$ cat config.mk
export PLATFORM = sky130hd
export DESIGN_NAME = spi_initiator
export DESIGN_NICKNAME = d
export VERILOG_FILES = /design/src/rtl/spi_initiator.sv
export SDC_FILE = /design/constraint.sdc
export NUM_CORES = 1
export LEC_CHECK = 0
export CAP_MARGIN = 20
export CORE_ASPECT_RATIO = 0.8
export CORE_UTILIZATION = 48
export DETAILED_ROUTE_END_ITERATION = 12
export HOLD_SLACK_MARGIN = 0.02
export PLACE_DENSITY = 0.75
export SLEW_MARGIN = 10
export SYNTH_ARGS = -nofsm -noshare
export SYNTH_HDL_FRONTEND = slang
export SYNTH_SLANG_ARGS = --single-unit
$ cat constraint.sdc
create_clock -name clk -period 1.88 [get_ports clk]
set_clock_uncertainty 0.2 [all_clocks]
set_input_delay 0.47 -clock clk [delete_from_list [all_inputs] [get_ports clk]]
set_output_delay 0.47 -clock clk [all_outputs]
set_load 0.05 [all_outputs]
$ cat src/rtl/spi_initiator.sv
// SPI mode-0 initiator: sends one width-bit word MSB-first on mosi and receives one word on miso.
// Latency: CLKDIV*(2*width+1) clk cycles from the accepting edge to the done pulse.
// Backpressure: start is only accepted in IDLE; requests made while busy are dropped.
module spi_initiator #(
  parameter int width  = 8,
  parameter int CLKDIV = 4
) (
  input  logic             clk,
  input  logic             reset,
  input  logic             start,
  input  logic [width-1:0] txData,
  output logic             busy,
  output logic             done,
  output logic [width-1:0] rxData,
  output logic             sclk,
  output logic             cs,
  output logic             mosi,
  input  logic             miso
);

  localparam int divW = (CLKDIV > 1) ? $clog2(CLKDIV) : 1;
  localparam int bitW = $clog2(width + 1);
  localparam logic [divW-1:0] divLast = divW'(CLKDIV - 1);
  localparam logic [bitW-1:0] bitLast = bitW'(width - 1);

  typedef enum logic [2:0] {
    IDLE,
    SETUP,
    HIGH,
    LOW,
    FINISH
  } state_t;

  state_t           state;
  logic [divW-1:0]  divCnt;
  logic [bitW-1:0]  bitCnt;
  // The MSB goes straight to mosi at acceptance, so only the remaining bits are queued here.
  logic [width-2:0] txRem;
  logic [width-1:0] rx;
  logic             divEnd;

  assign divEnd = (divCnt == divLast);

  // Transfer sequencer: every output is a register updated by this single process.
  always_ff @(posedge clk or posedge reset) begin
    if (reset) begin
      state  <= IDLE;
      divCnt <= '0;
      bitCnt <= '0;
      txRem  <= '0;
      rx     <= '0;
      rxData <= '0;
      busy   <= 1'b0;
      done   <= 1'b0;
      sclk   <= 1'b0;
      cs     <= 1'b1;
      mosi   <= 1'b0;
    end else begin
      done <= 1'b0;
      case (state)
        IDLE: begin
          divCnt <= '0;
          if (start) begin
            txRem  <= txData[width-2:0];
            mosi   <= txData[width-1];
            cs     <= 1'b0;
            busy   <= 1'b1;
            bitCnt <= '0;
            state  <= SETUP;
          end
        end
        SETUP: begin
          if (divEnd) begin
            divCnt <= '0;
            sclk   <= 1'b1;
            // Sample on the edge that raises sclk, before a same-clock peripheral shifts.
            rx     <= {rx[width-2:0], miso};
            state  <= HIGH;
          end else begin
            divCnt <= divCnt + divW'(1);
          end
        end
        HIGH: begin
          if (divEnd) begin
            divCnt <= '0;
            sclk   <= 1'b0;
            bitCnt <= bitCnt + bitW'(1);
            if (bitCnt == bitLast) begin
              // Last bit stays on mosi through the FINISH hold time.
              state <= FINISH;
            end else begin
              mosi  <= txRem[width-2];
              txRem <= txRem << 1;
              state <= LOW;
            end
          end else begin
            divCnt <= divCnt + divW'(1);
          end
        end
        LOW: begin
          if (divEnd) begin
            divCnt <= '0;
            sclk   <= 1'b1;
            rx     <= {rx[width-2:0], miso};
            state  <= HIGH;
          end else begin
            divCnt <= divCnt + divW'(1);
          end
        end
        FINISH: begin
          if (divEnd) begin
            divCnt <= '0;
            cs     <= 1'b1;
            busy   <= 1'b0;
            rxData <= rx;
            done   <= 1'b1;
            mosi   <= 1'b0;
            state  <= IDLE;
          end else begin
            divCnt <= divCnt + divW'(1);
          end
        end
        default: begin
          state <= IDLE;
        end
      endcase
    end
  end

endmodule

==> results of run 1 <==
routing by layer:
metal	vias to the layer above	GRT usage	wire length, µm
met4	0	0.0787	91
li1	603	-	-
met3	12	0.0761	170
met2	30	0.369	2050
met1	647	0.286	1770
met5	-	0	0
worst reg2reg max path, stage by stage, from the launching register on:
cell and delay [ns]:
dfrtp_1 0.39, ha_2 0.19, and3b_2 0.23, a2111oi_4 0.32, buf_6 0.19, mux2_2 0.34
worst max-delay path by stage:
stage,to,startpoint
global placement,bitCnt[2]$_DFFE_PP0P_,start
floorplan,txRem[1]$_DFFE_PP0P_,bitCnt[0]$_DFFE_PP0P_
finish,txRem[3]$_DFFE_PP0P_,bitCnt[0]$_DFFE_PP0P_
CTS,txRem[3]$_DFFE_PP0P_,bitCnt[0]$_DFFE_PP0P_
detailed placement,bitCnt[2]$_DFFE_PP0P_,start
global route,txRem[3]$_DFFE_PP0P_,bitCnt[0]$_DFFE_PP0P_
registers in the layout (all words and copies together), names as in the netlist:
signal,cells
state,3
txRem,7
rxData,8
done,1
cs,1
busy,1
divCnt,2
sclk,1
mosi,1
rx,8
bitCnt,4
synthesized netlist by cell type (all sizes together) (2+ instances only):
library cell	count
dfrtp	36
mux2	29
inv	8
mux2i	6
nor2	6
buf	5
nand2	4
o21ai	4
a21o	3
clkbuf	3
nor3b	3
a2111oi	2
ha	2
nand3	2
nand4	2
o22ai	2
cell families (layout without fill, tap and decap cells):
| kind of cell | Yosys count | after routing |
|---|---|---|
| adder cells (fa/ha/maj) | 2 | 2 |
| multiplexers | 35 | 35 |
| AO/OA/AOI/OAI | 15 | 15 |
| AND/OR/NAND/NOR | 29 | 29 |
| buffers and inverters | 16 | 80 |
| flip-flops | 37 | 37 |
what timing repair did:
item                                    in CTS  in global routing
buffers inserted                             1                 14
resized for setup                            8                 14
cloned                                       0                  1
endpoints found under the hold margin        0                  0
endpoints found under the setup margin       7                 21
pin swaps                                    1                  1
placed cells by master, fill, tap and decap left out, types with 2 or more instances in the layout:
master and n:
nor3b_1 2, o21ai_0 4, mux2i_1 5, a2111oi_4 2
buf_12 14, mux2_2 26, nand3_1 2, clkdlybuf4s50_1 10
mux2_4 3, nand2_1 4, buf_6 3, o22ai_1 2
dfrtp_2 2, inv_1 8, dfrtp_1 34, nand4_1 2
nor2_1 6, clkbuf_8 5, a21o_1 3, buf_4 34
power breakdown:
part / internal (mW) / switching (mW)
registers: 1.06 / 0.214
logic: 1.03 / 0.752
clock network: 0.263 / 0.306
through the flow:
step | cells | hold WS, ns | util
4_1_cts | 226 | 0.314 | 0.711
2_1_floorplan | 134 | 0.272 | -
6_report | 240 | 0.312 | 0.761
3_5_place_dp | 217 | 0.296 | 0.675
5_1_grt | 240 | 0.339 | 0.761
3_3_place_gp | 217 | 0.286 | 0.675
area by class of cell:
type,count,area [µm²]
clock buffer,5,68.8
timing repair buffer,64,698
multi-input combinational,81,805
clock inverter,3,21.3
tap,42,52.6
sequential,37,930
fill,215,818
inverter,8,30.0
==> summary.md, run 1 <==
| Metric | Value |
|---|---|
| Outcome | finished with violations |
| CTS tree | yes |
| GPL Wtd Cong | 0.860 |
| Die X | 69.1 µm |
| Max Slew Vio Count | 0 |
| Gate Count Post-Synth | 134 |
| Period utilization | 1.05 |
| Top FF cell, synth | dfrtp_1 |
| Wire per inst | 17.0 µm |
| Netlist cell types | 38 |
| Worst Path Required | 1.87 ns |
| Core Rows | 19 |
| Hold depth | 1 |
| Vias | 1292 |
| Hold buffers post-CTS | 0 |
| Pre-antenna DRT Iters | 4 |
| Synth Area in Simple Gates | 0.108 |
| Worst VDD drop | 0.765 mV |
| Initial antenna violation count | 0 |
| YS warnings | 0 |
| Largest net degree at the start of global routing | 38 |
| Worst Reg-to-Reg Cells | 5 |
| Cts bufs inserted | 5 |
| Post-Syn Area | 1730 µm² |
| CP Cell Sequence | ha_2, and3b_2, a2111oi_4, buf_6, mux2_2 |
| Pwr Density | 1390 nW/µm² |
| Syn Area/Cell | 12.9 µm² |
| Slew margin rel. | 0.727 |
| Clock net sink count | 37 |
| Ant. Diodes | 0 |
| Synth Area in XOR/XNOR | 0 |
| FMAX | 0.509 GHz |
| Worst Hold Class | register to register |
| IO buf count | 24 |
| Post-route worst setup slack | -0.0863 ns |
| R2R Setup Slk | -0.09 ns |
| DP HPWL | 2660 µm |
| Failing checks | negative setup slack |
| Hold_sp | rx[7]$_DFFE_PP0P_ |
| H-tree depth | 2 |
| Place WS | -0.487 ns |
| Crit path depth | 5 |
| DRT Wirelength | 4080 µm |
| CP endpoint kind | register |
| Max-Cap Viols | 0 |
| Post-synthesis sequential area ratio | 0.537 |
| Post-Synth Adder-Cell Area | 0.0145 |
| Worst-Margin Slew | 0.409 ns |
| Compound-Gate Fraction of Synth Area | 0.0710 |
| CP max-delay cell | dfrtp_1 |
| Leakage | 1.21 nW |
| Reg-to-Reg Start | bitCnt[0]$_DFFE_PP0P_ |
| FFs w/ async S/R, synth | 1.00 |
| Die area | 3840 µm² |
| CP top delay family | flip-flops |
| Peak fanout along the critical path | 7 |
| GRT overflow | 0 |
| Post-synth top area share | 0.522 |
| Synth area leader | dfrtp_1 |
| Main combinational cell family by area after synthesis | multiplexers |
| Fin nets | 211 |
| Synth area leaders | dfrtp_1, mux2_2, mux2i_1 |
| DR vias/cell | 5.38 |
| RSZ-0062 raised after global routing | yes |
| FF-to-FF End | txRem[3]$_DFFE_PP0P_ |
| Setup_tns | -0.427 ns |
| Mux cell area share after synthesis | 0.226 |
| Skew-Pair Late Insertion Delay | 0.29 ns |
| Fin crit period | 1.97 ns |
| Seq cells post-synth | 37 |
| CTS root buf | clkbuf_8 |
| CTS max path bufs | 2 |
| Post-route antenna net violation count | 0 |
| Post-route cell area | 2610 µm² |
| Residual DRC count | 0 |
| Clk slew on worst S/H paths | 0.08 ns |
| Crit path kind | register to register |
| Vias in the first global route | 1414 |
| Starting Density | 0.504 |
| Crit path DAT | 1.95 ns |
| Min-Delay Endpoint | rx[7]$_DFFE_PP0P_ |
| First-pass GRT wire length | 6780 µm |
| Overall routing resource usage | 0.227 |
| Worst path bufs/invs | 1 |
| Io pins | 25 |
| Die Y | 55.6 µm |
| Placed cell area | 2310 µm² |
| Total chip power | 3.63 mW |
| Synthesis-to-finish area growth | 50.9% |
| Crit path largest cell delay | 0.39 ns |
| Layout cells sized above 1 | 0.520 |
| Worst Setup Start Kind | register |
| Initial DRC Count | 111 |
| Net count after synthesis | 148 |
| Setup violations, final | 6 |
| Core area | 3420 µm² |
| Final hold vios | 0 |
| Number of synthesized flops with an enable pin | 0 |
No activity file was read; power rests on OpenSTA's default activity.
==> run 2, diff against run 1 <==
--- a/config.mk
+++ b/config.mk
@@ -5,6 +5,7 @@
 export SDC_FILE = /design/constraint.sdc
 export NUM_CORES = 1
 export LEC_CHECK = 0
+export ABC_CLOCK_PERIOD_IN_PS = 1880
 export CAP_MARGIN = 20
 export CORE_ASPECT_RATIO = 0.8
 export CORE_UTILIZATION = 48
==> results of run 2 <==
Final layout, timing and power as in run 1 (identical DEF).
==> run 3, diff against run 2 <==
--- a/config.mk
+++ b/config.mk
@@ -5,13 +5,13 @@
 export SDC_FILE = /design/constraint.sdc
 export NUM_CORES = 1
 export LEC_CHECK = 0
-export ABC_CLOCK_PERIOD_IN_PS = 1880
+export ABC_CLOCK_PERIOD_IN_PS = 2500
 export CAP_MARGIN = 20
 export CORE_ASPECT_RATIO = 0.8
-export CORE_UTILIZATION = 48
+export CORE_UTILIZATION = 57
 export DETAILED_ROUTE_END_ITERATION = 12
 export HOLD_SLACK_MARGIN = 0.02
-export PLACE_DENSITY = 0.75
+export PLACE_DENSITY = 0.83
 export SLEW_MARGIN = 10
 export SYNTH_ARGS = -nofsm -noshare
 export SYNTH_HDL_FRONTEND = slang
==> constraint.sdc (replaced) <==
create_clock -name clk -period 2.5 [get_ports clk]
set_clock_uncertainty 0.2 [all_clocks]
set_input_delay 0.625 -clock clk [delete_from_list [all_inputs] [get_ports clk]]
set_output_delay 0.625 -clock clk [all_outputs]
set_load 0.05 [all_outputs]
==> run 3 against run 2 <==
Compared with the run above:
- the run now ends clean
- via count is 12% lower
- sequential share of layout area up 8.2 points
- final cell count shrank 15%
- flip-flop and latch count stayed put
- core utilization down 0.92 points
- sequential power shrank 23%
- routed wire length decreased by 28%
- critical path depth shrank 4
- highest routed layer unchanged
==> summary.md, run 3 (synthesized netlist as in run 1, its figures left out) <==
| Metric | Value |
|---|---|
| Largest net degree at the start of global routing | 38 (unchanged) |
| Vias in the first global route | 1101 (-22%) |
| IO buf count | 24 (unchanged) |
| Crit. Startpoint | cs$_DFFE_PP1P_ |
| DR vias/cell | 5.59 (+3.8%) |
| Worst Reg-to-Reg Cells | 5 (unchanged) |
| Switch share | 0.346 (-0.00405) |
| Fin nets | 178 (-16%) |
| Wire per inst | 14.4 µm (-15%) |
| WL met2 | 1440 µm (-30%) |
| Min-Delay Endpoint | sclk$_DFFE_PP0P_ |
| Layout cells sized above 1 | 0.297 (-0.223) |
| Hold buffers post-CTS | 0 (unchanged) |
| Worst Hold Class | register to register |
| Leakage | 0.951 nW (-21%) |
| Pre-antenna DRT Iters | 4 (unchanged) |
| CP Cell Sequence | clkdlybuf4s50_1 |
| Clock net sink count | 37 (unchanged) |
| Sequential share of power | 0.445 (+0.094) |
| FF-to-FF End | txRem[5]$_DFFE_PP0P_ |
| Die Y | 51.2 µm (-7.9%) |
| Ant. Diodes | 0 (unchanged) |
| Overall routing resource usage | 0.214 (-0.0137) |
| Residual DRC count | 0 (unchanged) |
| Combinational share of power | 0.375 (-0.117) |
| Cts bufs inserted | 5 (unchanged) |
| Hold slack | 0.296 ns (-0.0156 ns) |
| Crit path kind | register to output port |
| Commonest non-fill, non-tap cell in the layout | dfrtp_1 |
| First-pass GRT wire length | 5140 µm (-24%) |
| Core Rows | 17 (-2) |
| Setup_tns | 0 ns (+0.427 ns) |
| Post-route antenna net violation count | 0 (unchanged) |
| Hold_sp | sclk$_DFFE_PP0P_ |
| Crit path DAT | 1.62 ns (-0.33 ns) |
| Total chip power | 2.20 mW (-39%) |
| Number of fill cells | 196 (-8.8%) |
| Skew-Pair Late Insertion Delay | 0.29 ns (about the same) |
| Peak fanout along the critical path | 2 (-5) |
| Starting Density | 0.615 (+0.111) |
| Clk slew on worst S/H paths | 0.07 ns (about the same) |
| P_sw | 763 µW (-40%) |
| Worst-Margin Slew | 0.606 ns (+0.197 ns) |
| Core area | 2810 µm² (-18%) |
| Worst VDD drop | 0.713 mV (-6.8%) |
| Worst Setup Start Kind | register |
| Post-CTS Resized | 0 (-8) |
| Outcome | completed |
| Final hold vios | 0 (unchanged) |
| DRT Wirelength | 2930 µm (-28%) |
| Fin crit period | 2.44 ns |
| Int Power | 1.44 mW (-39%) |
| Worst Path Required | 1.67 ns (-0.20 ns) |
| Most frequent cells in the layout | dfrtp_1, mux2_2, clkdlybuf4s50_1, inv_1, buf_4 |
| Pwr Density | 1040 nW/µm² (-25%) |
| Io pins | 25 (unchanged) |
| CP endpoint kind | output port |
| DP HPWL | 2110 µm (-21%) |
| Wire length on met1 | 1330 µm (-25%) |
| FMAX | 0.410 GHz |
| CTS max path bufs | 2 (unchanged) |
| Synthesis-to-finish area growth | 22.2% |
| R2R Setup Slk | 0.35 ns (+0.44 ns) |
| Top Metal Used | met4 |
| Hold depth | 2 (+1) |
| CP top delay family | buffers and inverters |
| Worst path bufs/invs | 1 (unchanged) |
| Post-route cell area | 2110 µm² (-19%) |
| RSZ-0062 raised after global routing | no |
| GPL Wtd Cong | 0.722 (-16%) |
| Clock Power Share | 0.180 (+0.023) |
| Initial DRC Count | 53 (-52%) |
| CTS tree | yes |
| Place WS | 0.00306 ns (+0.490 ns) |
| Met3 WL | 120 µm (-29%) |
| Vias | 1134 (-12%) |
| CP max-delay cell | clkdlybuf4s50_1 |
| Post-CTS setup buffers | 0 (-1) |
| H-tree depth | 2 (unchanged) |
| GRT overflow | 0 (unchanged) |
| Reg-to-Reg Start | bitCnt[0]$_DFFE_PP0P_ |
| Post-route worst setup slack | 0.0581 ns (+0.144 ns) |
| Top Registers | rxData (8), rx (8), txRem (7) |
| CTS root buf | clkbuf_8 |
| Die area | 3250 µm² (-15%) |
| Die X | 63.5 µm (-8.0%) |
| Max Slew Vio Count | 0 (unchanged) |
| Initial antenna violation count | 0 (unchanged) |
| Period utilization | 0.977 |
| Max-Cap Viols | 0 (unchanged) |
| Crit path largest cell delay | 0.79 ns (+0.40 ns) |
| Placed cell area | 2030 µm² (-12%) |
| Slew margin rel. | 0.596 (-0.131) |
| Setup violations, final | 0 (-6) |
## run 3: layout make-up
cell class                      count  area [µm²]  area share
Tap cell                           38        47.5      0.0225
Clock buffer                        6        72.6      0.0344
Clock inverter                      2        10.0     0.00474
Sequential cell                    37         927       0.439
Timing Repair Buffer               31         293       0.139
Inverter                            8        30.0      0.0142
Multi-Input combinational cell     81         731       0.346
## run 3: worst reg2reg max path, delay by kind of cell (launching register included)
kind            cells  cell delay, ns
buf+inv             1            0.22
flops               1            0.41
simple gates        1            0.25
fa+ha+maj           1            0.26
compound gates      1            0.36
mux                 1            0.34
## run 3: power by group through the flow
| stage | logic, mW | registers (mW) | clock network [mW] |
|---|---|---|---|
| after CTS | 0.832 | 0.979 | 0.404 |
| final | 0.826 | 0.982 | 0.397 |
| after global routing | 0.901 | 1.02 | 0.430 |
| after detailed placement | 0.830 | 0.989 | 0 |
| after global placement | 0.786 | 0.972 | 0 |
| after floorplan | 0.662 | 0.950 | 0 |
## run 3: per-layer routing
layer  up-vias  GRT usage
met5         -          0
met2        28      0.348
met4         0     0.0909
met1       560      0.272
met3         7     0.0558
li1        539          -
## run 3: worst max-delay path by stage
stage | cells after the start | to
4_1_cts | 1 | cs
2_1_floorplan | 4 | txRem[1]$_DFFE_PP0P_
3_3_place_gp | 5 | txRem[2]$_DFFE_PP0P_
6_report | 1 | cs
3_5_place_dp | 5 | txRem[5]$_DFFE_PP0P_
5_1_grt | 1 | cs
## run 3: stage by stage
stage / std cells / utilization
2_1_floorplan: 134 / -
3_3_place_gp: 195 / 0.722
3_5_place_dp: 195 / 0.722
4_1_cts: 203 / 0.752
5_1_grt: 203 / 0.752
6_report: 203 / 0.752
